## config.mk

```make
export PLATFORM = sky130hd
export DESIGN_NAME = stopwatch_ctrl
export DESIGN_NICKNAME = d
export VERILOG_FILES = /design/src/rtl/stopwatch_ctrl.sv
export SDC_FILE = /design/constraint.sdc
export NUM_CORES = 1
export LEC_CHECK = 0
export CAP_MARGIN = 20
export CORE_UTILIZATION = 60
export DETAILED_ROUTE_END_ITERATION = 10
export PLACE_DENSITY = 0.77
export SETUP_SLACK_MARGIN = 0.5
export SYNTH_ARGS = -nofsm -noshare
export SYNTH_HDL_FRONTEND = slang
export SYNTH_SLANG_ARGS = --single-unit
```

## constraint.sdc

```tcl
create_clock -name clk -period 2.7 [get_ports clk]
set_input_delay 0.54 -clock clk [delete_from_list [all_inputs] [get_ports clk]]
set_output_delay 0.54 -clock clk [all_outputs]
set_load 0.01 [all_outputs]
```

## src/rtl/stopwatch_ctrl.sv

```systemverilog
// Stopwatch controller: two debounced pushbuttons (start/stop) drive a
// four-state FSM that issues clear/tick commands to a downstream counter.
// Buttons are raw, active-low and asynchronous to clk. Each one is
// synchronized, debounced and turned into a single-cycle press event.
// After reset a button must first be seen released before its presses
// count, so a button held through reset does not start the stopwatch.

module stopwatch_btn #(
   parameter int DEB_CYCLES = 50000
) (
   input  logic i_clk,
   input  logic i_rst_n,
   input  logic i_btn_raw,
   output logic o_press
);

   // Counter is wide enough to represent DEB_CYCLES itself.
   localparam int              DW       = $clog2(DEB_CYCLES + 1);
   localparam logic [DW-1:0]   DEB_LAST = DW'(DEB_CYCLES - 1);
   localparam logic [DW-1:0]   CNT_ONE  = DW'(1);
   localparam logic [DW-1:0]   CNT_ZERO = DW'(0);

   logic          r_sync1;
   logic          r_sync2;
   logic [1:0]    r_vld;
   logic          r_level;
   logic          r_level_d;
   logic [DW-1:0] r_deb_cnt;
   logic [DW-1:0] r_arm_cnt;
   logic          r_armed;
   logic          r_press;

   logic          w_level_nxt;
   logic [DW-1:0] w_deb_cnt_nxt;
   logic          w_armed_nxt;
   logic [DW-1:0] w_arm_cnt_nxt;
   logic          w_press_nxt;

   // Two-flop synchronizer; r_vld marks when r_sync2 carries a real sample.
   always_ff @(posedge i_clk or negedge i_rst_n) begin
      if (!i_rst_n) begin
         r_sync1 <= 1'b1;
         r_sync2 <= 1'b1;
         r_vld   <= 2'b00;
      end else begin
         r_sync1 <= i_btn_raw;
         r_sync2 <= r_sync1;
         r_vld   <= {r_vld[0], 1'b1};
      end
   end

   // Debounce: accept the new level on the DEB_CYCLES-th consecutive
   // differing sample; any matching sample restarts the count.
   always_comb begin
      w_level_nxt   = r_level;
      w_deb_cnt_nxt = r_deb_cnt;
      if (r_sync2 != r_level) begin
         if (r_deb_cnt == DEB_LAST) begin
            w_level_nxt   = r_sync2;
            w_deb_cnt_nxt = CNT_ZERO;
         end else begin
            w_deb_cnt_nxt = r_deb_cnt + CNT_ONE;
         end
      end else begin
         w_deb_cnt_nxt = CNT_ZERO;
      end
   end

   // Arming: the button must be seen released and stable for DEB_CYCLES
   // genuine samples after reset before its presses generate events.
   always_comb begin
      w_armed_nxt   = r_armed;
      w_arm_cnt_nxt = r_arm_cnt;
      if (r_armed) begin
         w_arm_cnt_nxt = CNT_ZERO;
      end else if (r_vld[1] && r_sync2 && r_level) begin
         if (r_arm_cnt == DEB_LAST) begin
            w_armed_nxt   = 1'b1;
            w_arm_cnt_nxt = CNT_ZERO;
         end else begin
            w_arm_cnt_nxt = r_arm_cnt + CNT_ONE;
         end
      end else begin
         w_arm_cnt_nxt = CNT_ZERO;
      end
   end

   // A press is a 1->0 change of the debounced level; release is silent.
   assign w_press_nxt = r_level_d & ~r_level & r_armed;

   // Debounce, arming and press-event state registers.
   always_ff @(posedge i_clk or negedge i_rst_n) begin
      if (!i_rst_n) begin
         r_level   <= 1'b1;
         r_level_d <= 1'b1;
         r_deb_cnt <= CNT_ZERO;
         r_arm_cnt <= CNT_ZERO;
         r_armed   <= 1'b0;
         r_press   <= 1'b0;
      end else begin
         r_level   <= w_level_nxt;
         r_level_d <= r_level;
         r_deb_cnt <= w_deb_cnt_nxt;
         r_arm_cnt <= w_arm_cnt_nxt;
         r_armed   <= w_armed_nxt;
         r_press   <= w_press_nxt;
      end
   end

   assign o_press = r_press;

endmodule

module stopwatch_ctrl #(
   parameter int DEB_CYCLES = 50000,
   parameter int TICK_DIV   = 500000
) (
   input  logic       clk,
   input  logic       rst,
   input  logic       start_btn,
   input  logic       stop_btn,
   output logic       cnt_clr,
   output logic       cnt_tick,
   output logic       running,
   output logic [1:0] state
);

   typedef enum logic [1:0] {
      S_IDLE  = 2'd0,
      S_CLEAR = 2'd1,
      S_RUN   = 2'd2,
      S_HOLD  = 2'd3
   } state_t;

   // Prescaler is wide enough to hold TICK_DIV-1.
   localparam int            PW       = (TICK_DIV > 1) ? $clog2(TICK_DIV) : 1;
   localparam logic [PW-1:0] PRE_LAST = PW'(TICK_DIV - 1);
   localparam logic [PW-1:0] PRE_ONE  = PW'(1);
   localparam logic [PW-1:0] PRE_ZERO = PW'(0);

   state_t        r_state;
   logic [PW-1:0] r_presc;
   logic          r_cnt_clr;
   logic          r_cnt_tick;
   logic          r_running;

   state_t        w_state_nxt;
   logic [PW-1:0] w_presc_nxt;
   logic          w_start_evt;
   logic          w_stop_evt;

   stopwatch_btn #(
      .DEB_CYCLES (DEB_CYCLES)
   ) u_start_btn (
      .i_clk     (clk),
      .i_rst_n   (rst),
      .i_btn_raw (start_btn),
      .o_press   (w_start_evt)
   );

   stopwatch_btn #(
      .DEB_CYCLES (DEB_CYCLES)
   ) u_stop_btn (
      .i_clk     (clk),
      .i_rst_n   (rst),
      .i_btn_raw (stop_btn),
      .o_press   (w_stop_evt)
   );

   // Next-state logic; stop wins when both events land in the same cycle,
   // and events arriving during CLEAR are dropped.
   always_comb begin
      w_state_nxt = r_state;
      case (r_state)
         S_IDLE: begin
            if (w_stop_evt) begin
               w_state_nxt = S_IDLE;
            end else if (w_start_evt) begin
               w_state_nxt = S_CLEAR;
            end else begin
               w_state_nxt = S_IDLE;
            end
         end
         S_CLEAR: begin
            w_state_nxt = S_RUN;
         end
         S_RUN: begin
            if (w_stop_evt) begin
               w_state_nxt = S_HOLD;
            end else if (w_start_evt) begin
               w_state_nxt = S_CLEAR;
            end else begin
               w_state_nxt = S_RUN;
            end
         end
         S_HOLD: begin
            if (w_stop_evt) begin
               w_state_nxt = S_HOLD;
            end else if (w_start_evt) begin
               w_state_nxt = S_CLEAR;
            end else begin
               w_state_nxt = S_HOLD;
            end
         end
         default: begin
            w_state_nxt = S_IDLE;
         end
      endcase
   end

   // Prescaler: zeroed in CLEAR, counts and wraps in RUN, frozen otherwise.
   always_comb begin
      w_presc_nxt = r_presc;
      case (r_state)
         S_CLEAR: begin
            w_presc_nxt = PRE_ZERO;
         end
         S_RUN: begin
            if (r_presc == PRE_LAST) begin
               w_presc_nxt = PRE_ZERO;
            end else begin
               w_presc_nxt = r_presc + PRE_ONE;
            end
         end
         default: begin
            w_presc_nxt = r_presc;
         end
      endcase
   end

   // State, prescaler and registered outputs; outputs are computed from the
   // next state so they line up with the state they describe.
   always_ff @(posedge clk or negedge rst) begin
      if (!rst) begin
         r_state    <= S_IDLE;
         r_presc    <= PRE_ZERO;
         r_cnt_clr  <= 1'b0;
         r_cnt_tick <= 1'b0;
         r_running  <= 1'b0;
      end else begin
         r_state    <= w_state_nxt;
         r_presc    <= w_presc_nxt;
         r_cnt_clr  <= (w_state_nxt == S_CLEAR);
         r_cnt_tick <= (w_state_nxt == S_RUN) && (w_presc_nxt == PRE_LAST);
         r_running  <= (w_state_nxt == S_RUN);
      end
   end

   assign cnt_clr  = r_cnt_clr;
   assign cnt_tick = r_cnt_tick;
   assign running  = r_running;
   assign state    = r_state;

endmodule

```

==> results.tsv <==
stage	metric	value	unit
cts	H-tree lvl count	3	
min_path	Hold Crit Class	input pin to asynchronous set/reset pin	
detailed_routing	mean routed wirelength per cell	14.7	um
cts	hold buffer count at cts	0	
critical_path	Worst Setup End Kind	flip-flop	
yosys	synth warn	0	
pwr	Worst VDD drop	264	uV
yosys	synthesized area per cell	10.1	um^2
layout	share of post-route cells with drive strength above 1	0.115	
timing	Worst Hold Slack	0.183	ns
yosys	Synth Net Count	518	
floorplanning	initial core utilization	0.619	
global_route	vias in the first global route	3532	
cts	Clock Latency Late Sink	0.36	ns
yosys	fraction of registers with async set/reset	1.00	
detailed_routing	Vias/cell	5.72	
pwr	Total Power	2520	uW
cts	Clock transition at path regs	0.11	ns
placement	DP Area	5210	um^2
yosys	largest cells by area after synthesis	dfrtp_1, nor2_1, xnor2_1	
global_route	met2 GRT Util	0.383	
placement	global placer's final weighted congestion	0.894	
layout	Antenna Cells	0	
layout	nets	528	
global_route	first-pass GRT wire length	15800	um
critical_path	Worst setup SP type	flip-flop	
yosys	cell with the most instances after synthesis	dfrtp_1	
detailed_routing	drt drc	0	
floorplanning	# IOs	9	
pwr	power per cell area	459	nW/um^2
detailed_routing	routed wire length	9180	um
floorplanning	Die X	94.1	um
cts	Num Clock Sinks	102	
timing	Least-Margin Pin Slew	0.642	ns
detailed_routing	antenna viol nets, final	0	
timing	Fin Setup TNS	0	ns
global_route	grt met1 use	0.296	
status	status	completed	
timing	maximum clock frequency	473	MHz
global_route	largest net degree at the start of global routing	52	
detailed_routing	Iter 0 DRT Violations	132	
critical_path	critical path class	flip-flop to flip-flop	
timing	post-route minimum period	2.12	ns
floorplanning	die area	8850	um^2
yosys	number of synthesized flops with an enable pin	0	
yosys	Syn Inst Count	506	
global_route	met3 Usage GRT	0.0550	
placement	PortBufs	8	
global_route	Total Routing Usage GR	0.227	
timing	Final Skew	0.0128	ns
yosys	Yosys cell types	59	
timing	period utilization	0.784	
yosys	post-synthesis register bit count	102	
global_route	initial antenna violation count	0	
cts	CTS root buf	clkbuf_8	
floorplanning	core footprint	8220	um^2
floorplanning	row cnt	33	
global_route	GR peak layer	met2	
timing	Final Setup Violations	0	
timing	Final Hold Fails	0	
timing	Slew HR	0.572	
layout	area delta synth->final	8.02	%
global_route	total grt overflow	0	
yosys	biggest area consumer among synthesized cells	dfrtp_1	
cts	number of buffers created by CTS	9	
pwr	LEAKAGE	0.00237	uW
yosys	Top FF cell, synth	dfrtp_1	
placement	Post-DP HPWL	6240	um
yosys	sequential share of the synthesized area	0.504	
layout	Fill cells	649	
detailed_routing	Via Count	3580	
timing	Final Max Slew Viols	0	
flow_run	Max Cap Violations	0	
yosys	post-synth top area share	0.462	
yosys	top cells by count, synth	dfrtp_1, nor2_1, xnor2_1, nand2_1, xor2_1	
timing	RSZ-0062 raised after global routing	false	
layout	final instance area	5500	um^2
cts	CTS tree	done	
yosys	Post-Syn Area	5090	um^2
cts	clk buf depth	2	
floorplanning	Chip Height	94.1	um
critical_path	critical path arrival	2.39	ns
detailed_routing	Pre-antenna DRT Iters	4	
critical_path	crit-path max FO	7	
critical_path	Critical Path RT	2.97	ns
[critical path: stages, from the launching register on]
cell and delay (ns):
dfrtp_1 0.42, inv_1 0.13, ha_4 0.23, nand4_4 0.16, nor2_1 0.10, or3b_2 0.45, a221o_1 0.34, nor4_2 0.19
[state kept, by name (all words and copies together), names as in the netlist, 2 cells and up]
register and flops:
r_presc 19, u_stop_btn.r_arm_cnt 16, state 2, u_start_btn.r_deb_cnt 16, u_stop_btn.r_deb_cnt 16, u_start_btn.r_arm_cnt 16
[cells by family after synthesis]
| group | synth area share |
|---|---|
| AO/OA/AOI/OAI | 0.0448 |
| flip-flops | 0.504 |
| adder cells (fa/ha/maj) | 0.0197 |
| XOR/XNOR | 0.122 |
| AND/OR/NAND/NOR | 0.266 |
| other | 0.000737 |
| multiplexers | 0.00861 |
| buffers and inverters | 0.0349 |
[routing by layer]
layer | share of wire | wire, um
met5 | 0 | 0
met4 | 0.0071 | 65
met3 | 0.036 | 334
met2 | 0.49 | 4510
met1 | 0.46 | 4260
[cell type report]
class	instances	area, um^2	share of cell area
clock inverter	6	67.6	0.0123
sequential	102	2560	0.466
multi-input combinational	370	2400	0.436
clock buffer	10	128	0.0232
tap	105	131	0.0239
timing repair buffer	18	153	0.0278
inverter	15	56.3	0.0102
[final timing paths]
| path | from | slack [ns] | end | cells past startpoint |
|---|---|---|---|---|
| worst max-delay path | state[0] | 0.58 | cnt_tick | 7 |
| worst min-delay path | rst | 0.18 | u_start_btn.r_arm_cnt[10] | 1 |
| worst max register to register | state[0] | 0.58 | cnt_tick | 7 |
| worst min register to register | u_stop_btn.r_vld[0] | 0.36 | u_start_btn.r_vld[1] | 0 |
| max in group asynchronous | rst | 1.74 | u_stop_btn.r_arm_cnt[13] | 2 |
| min in group clk | u_stop_btn.r_vld[0] | 0.36 | u_start_btn.r_vld[1] | 0 |
[cell usage in the layout, fill, tap and decap left out, types with 4 or more instances in the layout]
| cell | instances |
|---|---|
| nor2_1 | 92 |
| dfstp_2 | 8 |
| nor4_1 | 7 |
| nor3_1 | 16 |
| dfrtp_1 | 93 |
| xnor2_1 | 37 |
| buf_4 | 11 |
| ha_1 | 5 |
| inv_1 | 15 |
| nand2_1 | 36 |
| nand3_1 | 26 |
| nand4_1 | 16 |
| and2_1 | 4 |
| xor2_1 | 34 |
| clkbuf_8 | 9 |
| nor4b_1 | 4 |
| or3_1 | 5 |
| and4_1 | 11 |
| o21ai_0 | 7 |
| and3_1 | 11 |
| clkdlybuf4s50_1 | 7 |
| nor2b_1 | 5 |
[power breakdown]
group	internal, uW	switching [uW]	total (uW)
clock	361	555	916
sequential	1540	9.13	1550
combinational	14.3	42.3	56.6
[through the flow]
stage          worst slack [ns]   util  instances
2_1_floorplan             0.554      -        506
3_3_place_gp              0.500  0.634        603
3_5_place_dp              0.427  0.634        603
4_1_cts                   0.508  0.659        621
5_1_grt                   0.517  0.669        626
6_report                  0.584  0.669        626
[repair_timing]
action                                  4_1_cts  5_1_grt
resized for setup                             1        9
pin swaps                                     0        1
buffers inserted                              2        4
endpoints found under the setup margin       12       17
gates cloned                                  0        1
hold endpoints to repair                      0        0
Note: power is estimated with default switching activity, not from simulation.
